<file path="config.mk">
export PLATFORM = sky130hd
export DESIGN_NAME = multicycle_main_ctrl_flat
export DESIGN_NICKNAME = d
export VERILOG_FILES = /design/src/rtl/multicycle_main_ctrl_if.sv /design/src/rtl/multicycle_main_ctrl.sv /design/src/flat_wrapper.sv
export SDC_FILE = /design/constraint.sdc
export NUM_CORES = 1
export LEC_CHECK = 0
export CORE_MARGIN = 2
export CORE_UTILIZATION = 60
export DETAILED_ROUTE_END_ITERATION = 10
export DONT_BUFFER_PORTS = 1
export PLACE_DENSITY = 0.75
export SYNTH_ARGS = -nofsm -noshare
export SYNTH_HDL_FRONTEND = slang
export SYNTH_SLANG_ARGS = --single-unit
</file>
<file path="constraint.sdc">
create_clock -name clk -period 3.31 [get_ports clk]
set_input_delay 0.4965 -clock clk [delete_from_list [all_inputs] [get_ports clk]]
set_output_delay 0.4965 -clock clk [all_outputs]
set_load 0.005 [all_outputs]
</file>
<file path="src/rtl/multicycle_main_ctrl_if.sv">
// Control bundle between the multi-cycle main controller and the datapath / memory.
// The controller (master) consumes opcode and mem_ready and drives every enable and select.
interface multicycle_main_ctrl_if;
   logic [5:0] opcode;
   logic       mem_ready;

   logic       PC_write;
   logic       PC_write_cond;
   logic       I_or_D;
   logic       mem_read;
   logic       mem_write;
   logic       IR_write;
   logic       mem_to_reg;
   logic       reg_dst;
   logic       reg_write;
   logic       ALU_src_A;
   logic [1:0] ALU_src_B;
   logic [1:0] ALU_op;
   logic [1:0] PC_source;
   logic       illegal_op;
   logic       bus_error;

   modport master (
      input  opcode,
      input  mem_ready,
      output PC_write,
      output PC_write_cond,
      output I_or_D,
      output mem_read,
      output mem_write,
      output IR_write,
      output mem_to_reg,
      output reg_dst,
      output reg_write,
      output ALU_src_A,
      output ALU_src_B,
      output ALU_op,
      output PC_source,
      output illegal_op,
      output bus_error
   );

   modport slave (
      output opcode,
      output mem_ready,
      input  PC_write,
      input  PC_write_cond,
      input  I_or_D,
      input  mem_read,
      input  mem_write,
      input  IR_write,
      input  mem_to_reg,
      input  reg_dst,
      input  reg_write,
      input  ALU_src_A,
      input  ALU_src_B,
      input  ALU_op,
      input  PC_source,
      input  illegal_op,
      input  bus_error
   );
endinterface

</file>
<file path="src/rtl/multicycle_main_ctrl.sv">
// Main control FSM of the multi-cycle processor: sequences fetch/decode/execute/memory/writeback,
// stalls on mem_ready and aborts a memory access that waits MEM_TIMEOUT cycles.
module multicycle_main_ctrl #(
   parameter int unsigned MEM_TIMEOUT = 255,
   parameter int unsigned TO_W        = 16
) (
   input  logic                  clk,
   input  logic                  reset_n,
   multicycle_main_ctrl_if.master bus
);

   localparam logic [5:0] OpRType = 6'b000000;
   localparam logic [5:0] OpLw    = 6'b100011;
   localparam logic [5:0] OpSw    = 6'b101011;
   localparam logic [5:0] OpBeq   = 6'b000100;
   localparam logic [5:0] OpJ     = 6'b000010;
   localparam logic [5:0] OpAddi  = 6'b001000;

   localparam logic [TO_W-1:0] StallLimit = TO_W'(MEM_TIMEOUT - 1);

   typedef enum logic [3:0] {
      StInit,
      StFetch,
      StDecode,
      StMemAddr,
      StMemRead,
      StMemWb,
      StMemWrite,
      StRExec,
      StRWb,
      StAddiExec,
      StAddiWb,
      StBranch,
      StJump
   } state_e;

   state_e          state_q, state_d;
   logic [TO_W-1:0] stall_q, stall_d;
   logic            at_limit;

   assign at_limit = (stall_q == StallLimit);

   always_ff @(posedge clk or negedge reset_n) begin
      if (!reset_n) begin
         state_q <= StInit;
         stall_q <= '0;
      end else begin
         state_q <= state_d;
         stall_q <= stall_d;
      end
   end

   always_comb begin
      state_d           = state_q;
      stall_d           = '0;
      bus.PC_write      = 1'b0;
      bus.PC_write_cond = 1'b0;
      bus.I_or_D        = 1'b0;
      bus.mem_read      = 1'b0;
      bus.mem_write     = 1'b0;
      bus.IR_write      = 1'b0;
      bus.mem_to_reg    = 1'b0;
      bus.reg_dst       = 1'b0;
      bus.reg_write     = 1'b0;
      bus.ALU_src_A     = 1'b0;
      bus.ALU_src_B     = 2'b00;
      bus.ALU_op        = 2'b00;
      bus.PC_source     = 2'b00;
      bus.illegal_op    = 1'b0;
      bus.bus_error     = 1'b0;

      case (state_q)
         StInit: begin
            state_d = StFetch;
         end

         StFetch: begin
            bus.mem_read  = 1'b1;
            bus.ALU_src_B = 2'b01;
            bus.IR_write  = bus.mem_ready;
            bus.PC_write  = bus.mem_ready;
            if (bus.mem_ready) begin
               state_d = StDecode;
            end else if (at_limit) begin
               // A fetch that never completes restarts the whole controller.
               bus.bus_error = 1'b1;
               state_d       = StInit;
            end else begin
               stall_d = stall_q + 1'b1;
            end
         end

         StDecode: begin
            // ALU precomputes the branch target while the opcode is decoded.
            bus.ALU_src_B = 2'b11;
            case (bus.opcode)
               OpLw, OpSw: state_d = StMemAddr;
               OpRType:    state_d = StRExec;
               OpBeq:      state_d = StBranch;
               OpJ:        state_d = StJump;
               OpAddi:     state_d = StAddiExec;
               default: begin
                  bus.illegal_op = 1'b1;
                  state_d        = StFetch;
               end
            endcase
         end

         StMemAddr: begin
            bus.ALU_src_A = 1'b1;
            bus.ALU_src_B = 2'b10;
            state_d       = (bus.opcode == OpSw) ? StMemWrite : StMemRead;
         end

         StMemRead: begin
            bus.mem_read = 1'b1;
            bus.I_or_D   = 1'b1;
            if (bus.mem_ready) begin
               state_d = StMemWb;
            end else if (at_limit) begin
               bus.bus_error = 1'b1;
               state_d       = StFetch;
            end else begin
               stall_d = stall_q + 1'b1;
            end
         end

         StMemWb: begin
            bus.reg_write  = 1'b1;
            bus.mem_to_reg = 1'b1;
            state_d        = StFetch;
         end

         StMemWrite: begin
            bus.mem_write = 1'b1;
            bus.I_or_D    = 1'b1;
            if (bus.mem_ready) begin
               state_d = StFetch;
            end else if (at_limit) begin
               bus.bus_error = 1'b1;
               state_d       = StFetch;
            end else begin
               stall_d = stall_q + 1'b1;
            end
         end

         StRExec: begin
            bus.ALU_src_A = 1'b1;
            bus.ALU_op    = 2'b10;
            state_d       = StRWb;
         end

         StRWb: begin
            bus.reg_write = 1'b1;
            bus.reg_dst   = 1'b1;
            state_d       = StFetch;
         end

         StAddiExec: begin
            bus.ALU_src_A = 1'b1;
            bus.ALU_src_B = 2'b10;
            state_d       = StAddiWb;
         end

         StAddiWb: begin
            bus.reg_write = 1'b1;
            state_d       = StFetch;
         end

         StBranch: begin
            bus.ALU_src_A     = 1'b1;
            bus.ALU_op        = 2'b01;
            bus.PC_write_cond = 1'b1;
            bus.PC_source     = 2'b01;
            state_d           = StFetch;
         end

         StJump: begin
            bus.PC_write  = 1'b1;
            bus.PC_source = 2'b10;
            state_d       = StFetch;
         end

         default: begin
            state_d = StInit;
         end
      endcase
   end

endmodule
</file>
<file path="src/flat_wrapper.sv">
// flat-port wrapper written by rule: the top's interface ports become plain ports
module multicycle_main_ctrl_flat 
#(
   parameter int unsigned MEM_TIMEOUT = 255,
   parameter int unsigned TO_W        = 16
)
  (clk, reset_n, bus_opcode, bus_mem_ready, bus_PC_write, bus_PC_write_cond, bus_I_or_D, bus_mem_read, bus_mem_write, bus_IR_write, bus_mem_to_reg, bus_reg_dst, bus_reg_write, bus_ALU_src_A, bus_ALU_src_B, bus_ALU_op, bus_PC_source, bus_illegal_op, bus_bus_error);
  multicycle_main_ctrl_if bus_i ();
  input  logic clk;
  input  logic reset_n;
  input wire logic [$bits(bus_i.opcode)-1:0] bus_opcode;
  input wire logic [$bits(bus_i.mem_ready)-1:0] bus_mem_ready;
  output wire logic [$bits(bus_i.PC_write)-1:0] bus_PC_write;
  output wire logic [$bits(bus_i.PC_write_cond)-1:0] bus_PC_write_cond;
  output wire logic [$bits(bus_i.I_or_D)-1:0] bus_I_or_D;
  output wire logic [$bits(bus_i.mem_read)-1:0] bus_mem_read;
  output wire logic [$bits(bus_i.mem_write)-1:0] bus_mem_write;
  output wire logic [$bits(bus_i.IR_write)-1:0] bus_IR_write;
  output wire logic [$bits(bus_i.mem_to_reg)-1:0] bus_mem_to_reg;
  output wire logic [$bits(bus_i.reg_dst)-1:0] bus_reg_dst;
  output wire logic [$bits(bus_i.reg_write)-1:0] bus_reg_write;
  output wire logic [$bits(bus_i.ALU_src_A)-1:0] bus_ALU_src_A;
  output wire logic [$bits(bus_i.ALU_src_B)-1:0] bus_ALU_src_B;
  output wire logic [$bits(bus_i.ALU_op)-1:0] bus_ALU_op;
  output wire logic [$bits(bus_i.PC_source)-1:0] bus_PC_source;
  output wire logic [$bits(bus_i.illegal_op)-1:0] bus_illegal_op;
  output wire logic [$bits(bus_i.bus_error)-1:0] bus_bus_error;
  assign bus_i.opcode = bus_opcode;
  assign bus_i.mem_ready = bus_mem_ready;
  assign bus_PC_write = bus_i.PC_write;
  assign bus_PC_write_cond = bus_i.PC_write_cond;
  assign bus_I_or_D = bus_i.I_or_D;
  assign bus_mem_read = bus_i.mem_read;
  assign bus_mem_write = bus_i.mem_write;
  assign bus_IR_write = bus_i.IR_write;
  assign bus_mem_to_reg = bus_i.mem_to_reg;
  assign bus_reg_dst = bus_i.reg_dst;
  assign bus_reg_write = bus_i.reg_write;
  assign bus_ALU_src_A = bus_i.ALU_src_A;
  assign bus_ALU_src_B = bus_i.ALU_src_B;
  assign bus_ALU_op = bus_i.ALU_op;
  assign bus_PC_source = bus_i.PC_source;
  assign bus_illegal_op = bus_i.illegal_op;
  assign bus_bus_error = bus_i.bus_error;
  multicycle_main_ctrl #(.MEM_TIMEOUT(MEM_TIMEOUT), .TO_W(TO_W)) u_core (.clk(clk), .reset_n(reset_n), .bus(bus_i));
endmodule
</file>
# == Word level (Yosys, flattened, before mapping) ==
# Index checks and enable logic that the tools add are counted.
# totals
latchBits,0
word_cells,62
reg_bits,20
rom_bits,0
mem_bits_rw,0
n_memories,0
input_bits,9
# classes
eq_ne,19
n_lt_le_gt_ge,0
n_shift,0
n_bitwise,0
n_mux,29
multipliers,0
div_mod_pow,0
n_addsub,1
n_reduce_logical,11
# op_table
op,count
16-bit 2-to-1 mux,3
4-bit one-hot mux with 8 select lines,1
"4-bit == test, second input constant",5
4-bit 2-to-1 mux,5
4-bit one-hot mux with 5 select lines,1
"16-bit by 1-bit adder with 16-bit output, second input constant",1
"16-bit by 8-bit == test with 1-bit output, second input constant",1
"4-bit by 3-bit == test with 1-bit output, second input constant",4
1-bit 2-to-1 mux,14
"6-bit == test, second input constant",2
6-bit OR reduction,2
"4-bit by 2-bit == test with 1-bit output, second input constant",2
2-bit one-hot mux with 2 select lines,2
2-bit OR reduction,4
"6-bit by 2-bit == test with 1-bit output, second input constant",1
"6-bit by 3-bit == test with 1-bit output, second input constant",1
"6-bit by 4-bit == test with 1-bit output, second input constant",1
6-bit logical NOT,1
2-bit one-hot mux with 3 select lines,1
3-bit OR reduction,2
"4-bit by 1-bit == test with 1-bit output, second input constant",1
4-bit logical NOT,1
4-bit OR reduction,1
"3-bit by 2-bit != test with 1-bit output, second input constant",1
other kinds (2),2

# == Logic depth before layout (Yosys ltp) ==
# Gate-level depths: netlist of the first run.
# depth
depth_word,4
mapped_depth,7

# == Worst setup path before layout of the first run ==
# OpenSTA, ideal clock, no wires.
# synth_path
kind,reg2out
startpoint,register u_core.state_q[0]
endpoint,output bus_ALU_op[0]
path_stages_with_launch,6
arrival_time_ns,1.309
path_buffers,3
path_slack_ns,1.504
required_time_ns,2.813
cell_sequence,dfrtp_1 -> clkbuf_1 -> buf_1 -> nand2_1 -> nor2_1 -> buf_4
# synth_via
elab_chain_cells,2
word_cells_on_any_way,3
classes_between,2 x eq/ne; 1 x mux
# synth_lines
item,line_no,text
from (decl),multicycle_main_ctrl.sv:37,"state_e state_q, state_d;"
from (signal assigned),multicycle_main_ctrl.sv:45,state_q <= StInit;
from (signal assigned),multicycle_main_ctrl.sv:48,state_q <= state_d;
4-bit == test or 4-bit by 3-bit == test with 1-bit output (tied branches),multicycle_main_ctrl.sv:72,case (state_q)
2-bit one-hot mux with 2 select lines (*),multicycle_main_ctrl.sv:72,
to (decl),flat_wrapper.sv:24,output wire logic [$bits(bus_i.ALU_op)-1:0] bus_ALU_op;
# Mark *: on every way between the ends. The rest lies on a longest branch, timed or not.

# == Worst setup path after layout of the first run ==
# layout_path
startpoint,register u_core.state_q[0]
endpoint,output bus_PC_write
# layout_via
elab_chain_cells,2
word_cells_on_any_way,3
classes_between,2 x eq/ne; 1 x mux
# layout_lines
item,line_no,text
4-bit == test or 4-bit by 1-bit == test with 1-bit output (tied branches),multicycle_main_ctrl.sv:72,
1-bit one-hot mux with 2 select lines (*),multicycle_main_ctrl.sv:72,
to (decl),flat_wrapper.sv:13,output wire logic [$bits(bus_i.PC_write)-1:0] bus_PC_write;
# Marked as above.

==> results of run 1 <==
[power breakdown]
part,total (mW),switching (mW),internal [mW],leakage (nW)
sequential,0.368,0.0955,0.272,0.273
combinational,0.296,0.174,0.121,0.223
clock,0.111,0.0685,0.0424,0.0138
[metrics by stage]
| step | total power [mW] | utilization | setup slack (ns) | hold WS, ns |
|---|---|---|---|---|
| 6_report | 0.775 | 0.630 | 0.864 | 0.458 |
| 4_1_cts | 0.779 | 0.630 | 0.882 | 0.455 |
| 3_5_place_dp | 0.661 | 0.615 | 1.23 | 0.201 |
| 2_1_floorplan | 0.607 | - | 1.50 | 0.201 |
| 5_1_grt | 0.831 | 0.630 | 0.714 | 0.471 |
| 3_3_place_gp | 0.648 | 0.615 | 1.27 | 0.201 |
[sequential cells by signal, indices dropped and copies added, names as in the netlist]
signal / count
u_core.stall_q: 16
u_core.state_q: 4
[Yosys cell counts, drive strengths merged, types with 3 or more instances]
master,count,area share
nor2,29,0.082
dfrtp,20,0.38
nand2,13,0.039
xnor2,9,0.059
nand4,8,0.038
nor3,8,0.030
xor2,7,0.046
nor4,6,0.028
buf,5,0.021
clkbuf,5,0.014
nand3,5,0.023
o21ai,5,0.019
a21oi,4,0.015
inv,4,0.011
or4,3,0.019
[worst reg2reg max path, stage by stage, from the launching register on]
cell     delay (ns)
dfrtp_1        0.43
nor4_1         0.46
nand4_1        0.25
and3_1         0.29
a221o_1        0.30
[routing by layer]
layer,routed length (um),track usage,vias to the layer above
met5,0,0,-
met4,94,0.117,0
met3,129,0.0322,10
met2,1270,0.385,31
met1,1160,0.269,528
li1,-,-,565
[cell families (layout without fill, tap and decap cells)]
group                    count (synthesis)  after routing  share of synthesized area
AND/OR/NAND/NOR                         86             86                      0.340
AO/OA/AOI/OAI                           22             22                      0.111
flip-flops                              20             20                      0.378
XOR/XNOR                                16             16                      0.106
buffers and inverters                   14              9                     0.0463
adder cells (fa/ha/maj)                  2              2                     0.0189
[layout make-up]
cell class	count	area, um2
fillers	197	795
flip-flops and latches	20	500
repair buffers	2	17.5
inverters	4	15.0
well taps	28	35.0
multi-input cells	126	763
clock buffers	3	22.5
[what timing repair did]
action / 4_1_cts / 5_1_grt
setup buffers: 0 / 0
hold buffers: 1 / 0
setup endpoints to repair: 0 / 0
endpoints found under the hold margin: 20 / 0
[path summary, 6_finish.rpt]
check	from	endpoint	slack, ns	depth (start not counted)
setup / recovery	u_core.state_q[0]$_DFFE_PN0P_	bus_PC_write	0.86	3
setup reg to reg	u_core.stall_q[12]$_DFF_PN0_	u_core.state_q[1]$_DFFE_PN0P_	1.47	4
hold / removal	bus_mem_ready	u_core.state_q[0]$_DFFE_PN0P_	0.46	3
max in group asynchronous	reset_n	u_core.stall_q[8]$_DFF_PN0_	2.03	1
min in group asynchronous	reset_n	u_core.stall_q[3]$_DFF_PN0_	0.75	1
hold reg to reg	u_core.stall_q[0]$_DFF_PN0_	u_core.stall_q[0]$_DFF_PN0_	0.54	1
==> metrics, run 1 <==
outcome completed; CP max stage cell dfrtp_1; most used cells in the layout excluding fill and tap cells nor2_1 (29), dfrtp_1 (20), nand2_1 (12), xnor2_1 (9); final period utilization 0.739; Detail Placement HPWL ~2.0 mm; first-pass GRT wire length between 4 and 5 mm; number of I/O port buffers 0; Clk Latency, worst-skew pair between 0.2 and 0.3 ns; I/O pins 27; yosys synthesis warning count 0; drt first-iter violations 22; Clock transition at path regs about 0.10 ns; synthesized area per cell around 8.3 um2; via count around 1100; final-stage net count between 150 and 200; RD Place Congestion around 0.81; Arrival @ worst endpoint slightly below 2 ns; CP max FO 18; critical path class flip-flop to output port; syn_nets between 150 and 200; vias per cell 6.20; minimum clock period approximately 2.4 ns; RSZ-0062 raised after global routing no; Die Ht a little over 50 um; Post-synth EDFFs 0; leakage roughly 0.51 nW; asr flop ratio synth 1.00; critical-path cell list nand2b_1 > nor4b_1 > or2_2; Final Hold Viols 0; ANT nets after route 0; largest net degree at the start of global routing 21; Total Routed Length 2.66 mm; relative slew slack 0.421; Netlist Area Pre-Place 0.00133 mm2; Layout Cells excl Fill approximately 180; Hold Path Class input port to flip-flop; synthesized flop and latch total 20; post-cts resize count 0; Required @ worst endpoint roughly 2.8 ns; initial core utilization 0.617; Crit path largest cell delay roughly 0.7 ns; Seq/Total Area, Yosys 0.378; Final Cell Area between 0.001 and 0.0015 mm2; Setup Viol. Count Final 0; CTS tree done; Clock Tree Buf Depth 2; Max Clk Rate just over 0.4 GHz; gr usage total 0.224; DP Area around 0.0013 mm2; Worst Setup End Kind output port; initial antenna violation count 0; worst IR drop on VDD roughly 0.00042 V; number of CTS-inserted buffers 3; Core ar. ~0.0021 mm2; Residual DRC 0; # rows 17; Die Wd roughly 51 um; PD cells 572 mW/mm2; vias in the first global route 1098; clk root buf clkbuf_4; Area Growth Syn to Fin 2.17%; WL/cell ~15 um; total negative slack 0 ns; grt total ovfl 0; Die Area between 0.002 and 0.003 mm2; post-synth cell types 43; # diodes 0; CTS sink cnt 20; fraction of layout cells with a size suffix above 1 0.0710; Max Cap Viol 0; H-tree depth 1; clock skew 0.00321 ns; Startpoint Class flip-flop; Worst path top cell family by delay simple AND/OR/NAND/NOR gates; Inst Count DP ~180; worst-margin pin slew 0.866 ns; Cells after Synth between 150 and 200; top_reg_cell synth dfrtp_1; most common cell after layout, fill and taps aside nor2_1; Pre-antenna DRT Iters 4; worst path bufs/invs 0; Final Max Slew Viols 0
(Power assumes the default switching activity.)
==> inputs of run 2 (changes only) <==
- clock period: 3.31 -> 2.4 ns (I/O delays scaled with it)
==> metrics, run 2 (synthesis gave the netlist of run 1 again) <==
Final Hold Viols 0 (unchanged); RD Place Congestion 0.840 (+4.0%); Die Ht 51.0 um (unchanged); grt total ovfl 0 (unchanged); PD cells 815 mW/mm2 (+42%); Startpoint Class flip-flop; H-tree depth 1 (unchanged); Required @ worst endpoint 2.04 ns (-0.77 ns); via count 1172 (+3.4%); final core occ 0.644 (+0.0134); Hold Crit Start bus_mem_ready; GRT met3 Usage 0.0175 (-0.0146); Clock Tree Buf Depth 2 (unchanged); Total Routed Length 2.76 mm (+4.0%); clock skew 0.00539 ns (+0.00218 ns); largest registers u_core.stall_q: 16 flops, u_core.state_q: 4 flops; minimum clock period approximately 2 ns; met1 Usage GRT 0.288 (+0.0184); max reg flops 16 (unchanged); Hold Path Class input port to flip-flop; Worst R2R Start u_core.state_q[1]$_DFFE_PN0P_; number of I/O port buffers 0 (unchanged); # diodes 0 (unchanged); outcome completed; gr usage total 0.233 (+0.00911); Largest Register u_core.stall_q; Residual DRC 0 (unchanged); number of CTS-inserted buffers 3 (unchanged); relative slew slack 0.207 (-0.213); vias in the first global route 1059 (-3.6%); Total Power 1.13 mW (+45%); vias per cell 6.30 (+1.7%); CP max FO 7 (-11); clk root buf clkbuf_4; Core ar. 0.00215 mm2 (unchanged); Final Max Slew Viols 0 (unchanged); final period utilization 0.820; Arrival @ worst endpoint 1.61 ns (-0.34 ns); worst IR drop on VDD 0.000592 V (+41%); CP Launch Point u_core.state_q[1]$_DFFE_PN0P_; Area Growth Syn to Fin 4.34%; most common cell after layout, fill and taps aside nor2_1; first-pass GRT wire length 4.59 mm (+3.3%); Die Area 0.00260 mm2 (unchanged); RSZ-0062 raised after global routing no; CTS tree done; drt first-iter violations 26 (+18%); Final Cell Area 0.00138 mm2 (+2.1%); most used cells in the layout excluding fill and tap cells nor2_1 (29), dfrtp_1 (20), nand2_1 (12), xnor2_1 (9); Top Usage Layer GRT met2; Worst Setup End Kind output port; critical path class flip-flop to output port; WL/cell 14.8 um (+2.3%); initial antenna violation count 0 (unchanged); Pre-antenna DRT Iters 4 (unchanged); leakage 0.528 nW (+3.5%); ANT nets after route 0 (unchanged); Setup Viol. Count Final 0 (unchanged); worst-margin pin slew 1.18 ns (+0.317 ns); CTS sink cnt 20 (unchanged); Die Wd 51.0 um (unchanged); Detail Placement HPWL 2.00 mm (+0.65%); final-stage net count 170 (+1.2%); largest net degree at the start of global routing 21 (unchanged); initial core utilization 0.617 (unchanged); Max Clk Rate 0.508 GHz; Clock transition at path regs 0.10 ns (about the same); I/O pins 27 (unchanged); DP Area 0.00134 mm2 (+1.1%); # rows 17 (unchanged); total negative slack 0 ns (unchanged); GR Util met2 0.424 (+0.0390); Clk Latency, worst-skew pair 0.30 ns (about the same); Max Cap Viol 0 (unchanged); fraction of layout cells with a size suffix above 1 0.0886 (+0.0176)
-- run 2: changes by cell type in the layout (fill, tap and decap cells not counted) --
cell / previous run / this run
buf_4: 1 / 3
clkbuf_8: 0 / 1
-- run 2: final timing paths --
kind | to | slack, ns | cells past startpoint
max | bus_PC_write | 0.43 | 3
min | u_core.state_q[0]$_DFFE_PN0P_ | 0.33 | 3
max reg2reg | u_core.stall_q[5]$_DFF_PN0_ | 0.49 | 4
min reg2reg | u_core.stall_q[0]$_DFF_PN0_ | 0.56 | 1
max in group asynchronous | u_core.stall_q[4]$_DFF_PN0_ | 1.24 | 1
min in group asynchronous | u_core.stall_q[13]$_DFF_PN0_ | 0.62 | 1
-- run 2: report_power, final --
group / internal (mW) / total (mW) / switching (mW)
clock network: 0.0925 / 0.189 / 0.0965
logic: 0.188 / 0.515 / 0.327
registers: 0.377 / 0.423 / 0.0459
-- run 2: per-layer routing --
| metal | wire [um] | part of all wire |
|---|---|---|
| met1 | 1190 | 0.43 |
| met2 | 1420 | 0.51 |
| met3 | 143 | 0.052 |
| met4 | 12 | 0.0043 |
| met5 | 0 | 0 |
-- run 2: what timing repair did --
action / 4_1_cts / 5_1_grt
resized for setup: 0 / 0
endpoints found under the hold margin: 20 / 0
hold buffers: 1 / 0
buffers inserted: 0 / 0
-- run 2: cell type report --
| class | instances | area, um2 |
|---|---|---|
| multi-input combinational | 126 | 763 |
| tap | 28 | 35.0 |
| sequential | 20 | 500 |
| inverter | 4 | 15.0 |
| timing repair buffer | 4 | 32.5 |
| clock buffer | 4 | 36.3 |
| fill | 185 | 766 |
-- run 2: worst max-delay path, stage by stage (launching register included) --
cell	delay, ns
dfrtp_1	0.38
nand2b_1	0.26
nor4b_1	0.48
or2_2	0.20
-- run 2: metrics by stage --
stage | hold WS, ns | cells | setup WS (ns)
after floorplan | 0.0644 | 160 | 0.731
after global placement | 0.0647 | 181 | 0.573
after detailed placement | 0.0647 | 181 | 0.482
after CTS | 0.306 | 186 | 0.413
after global routing | 0.343 | 186 | 0.207
final | 0.328 | 186 | 0.433
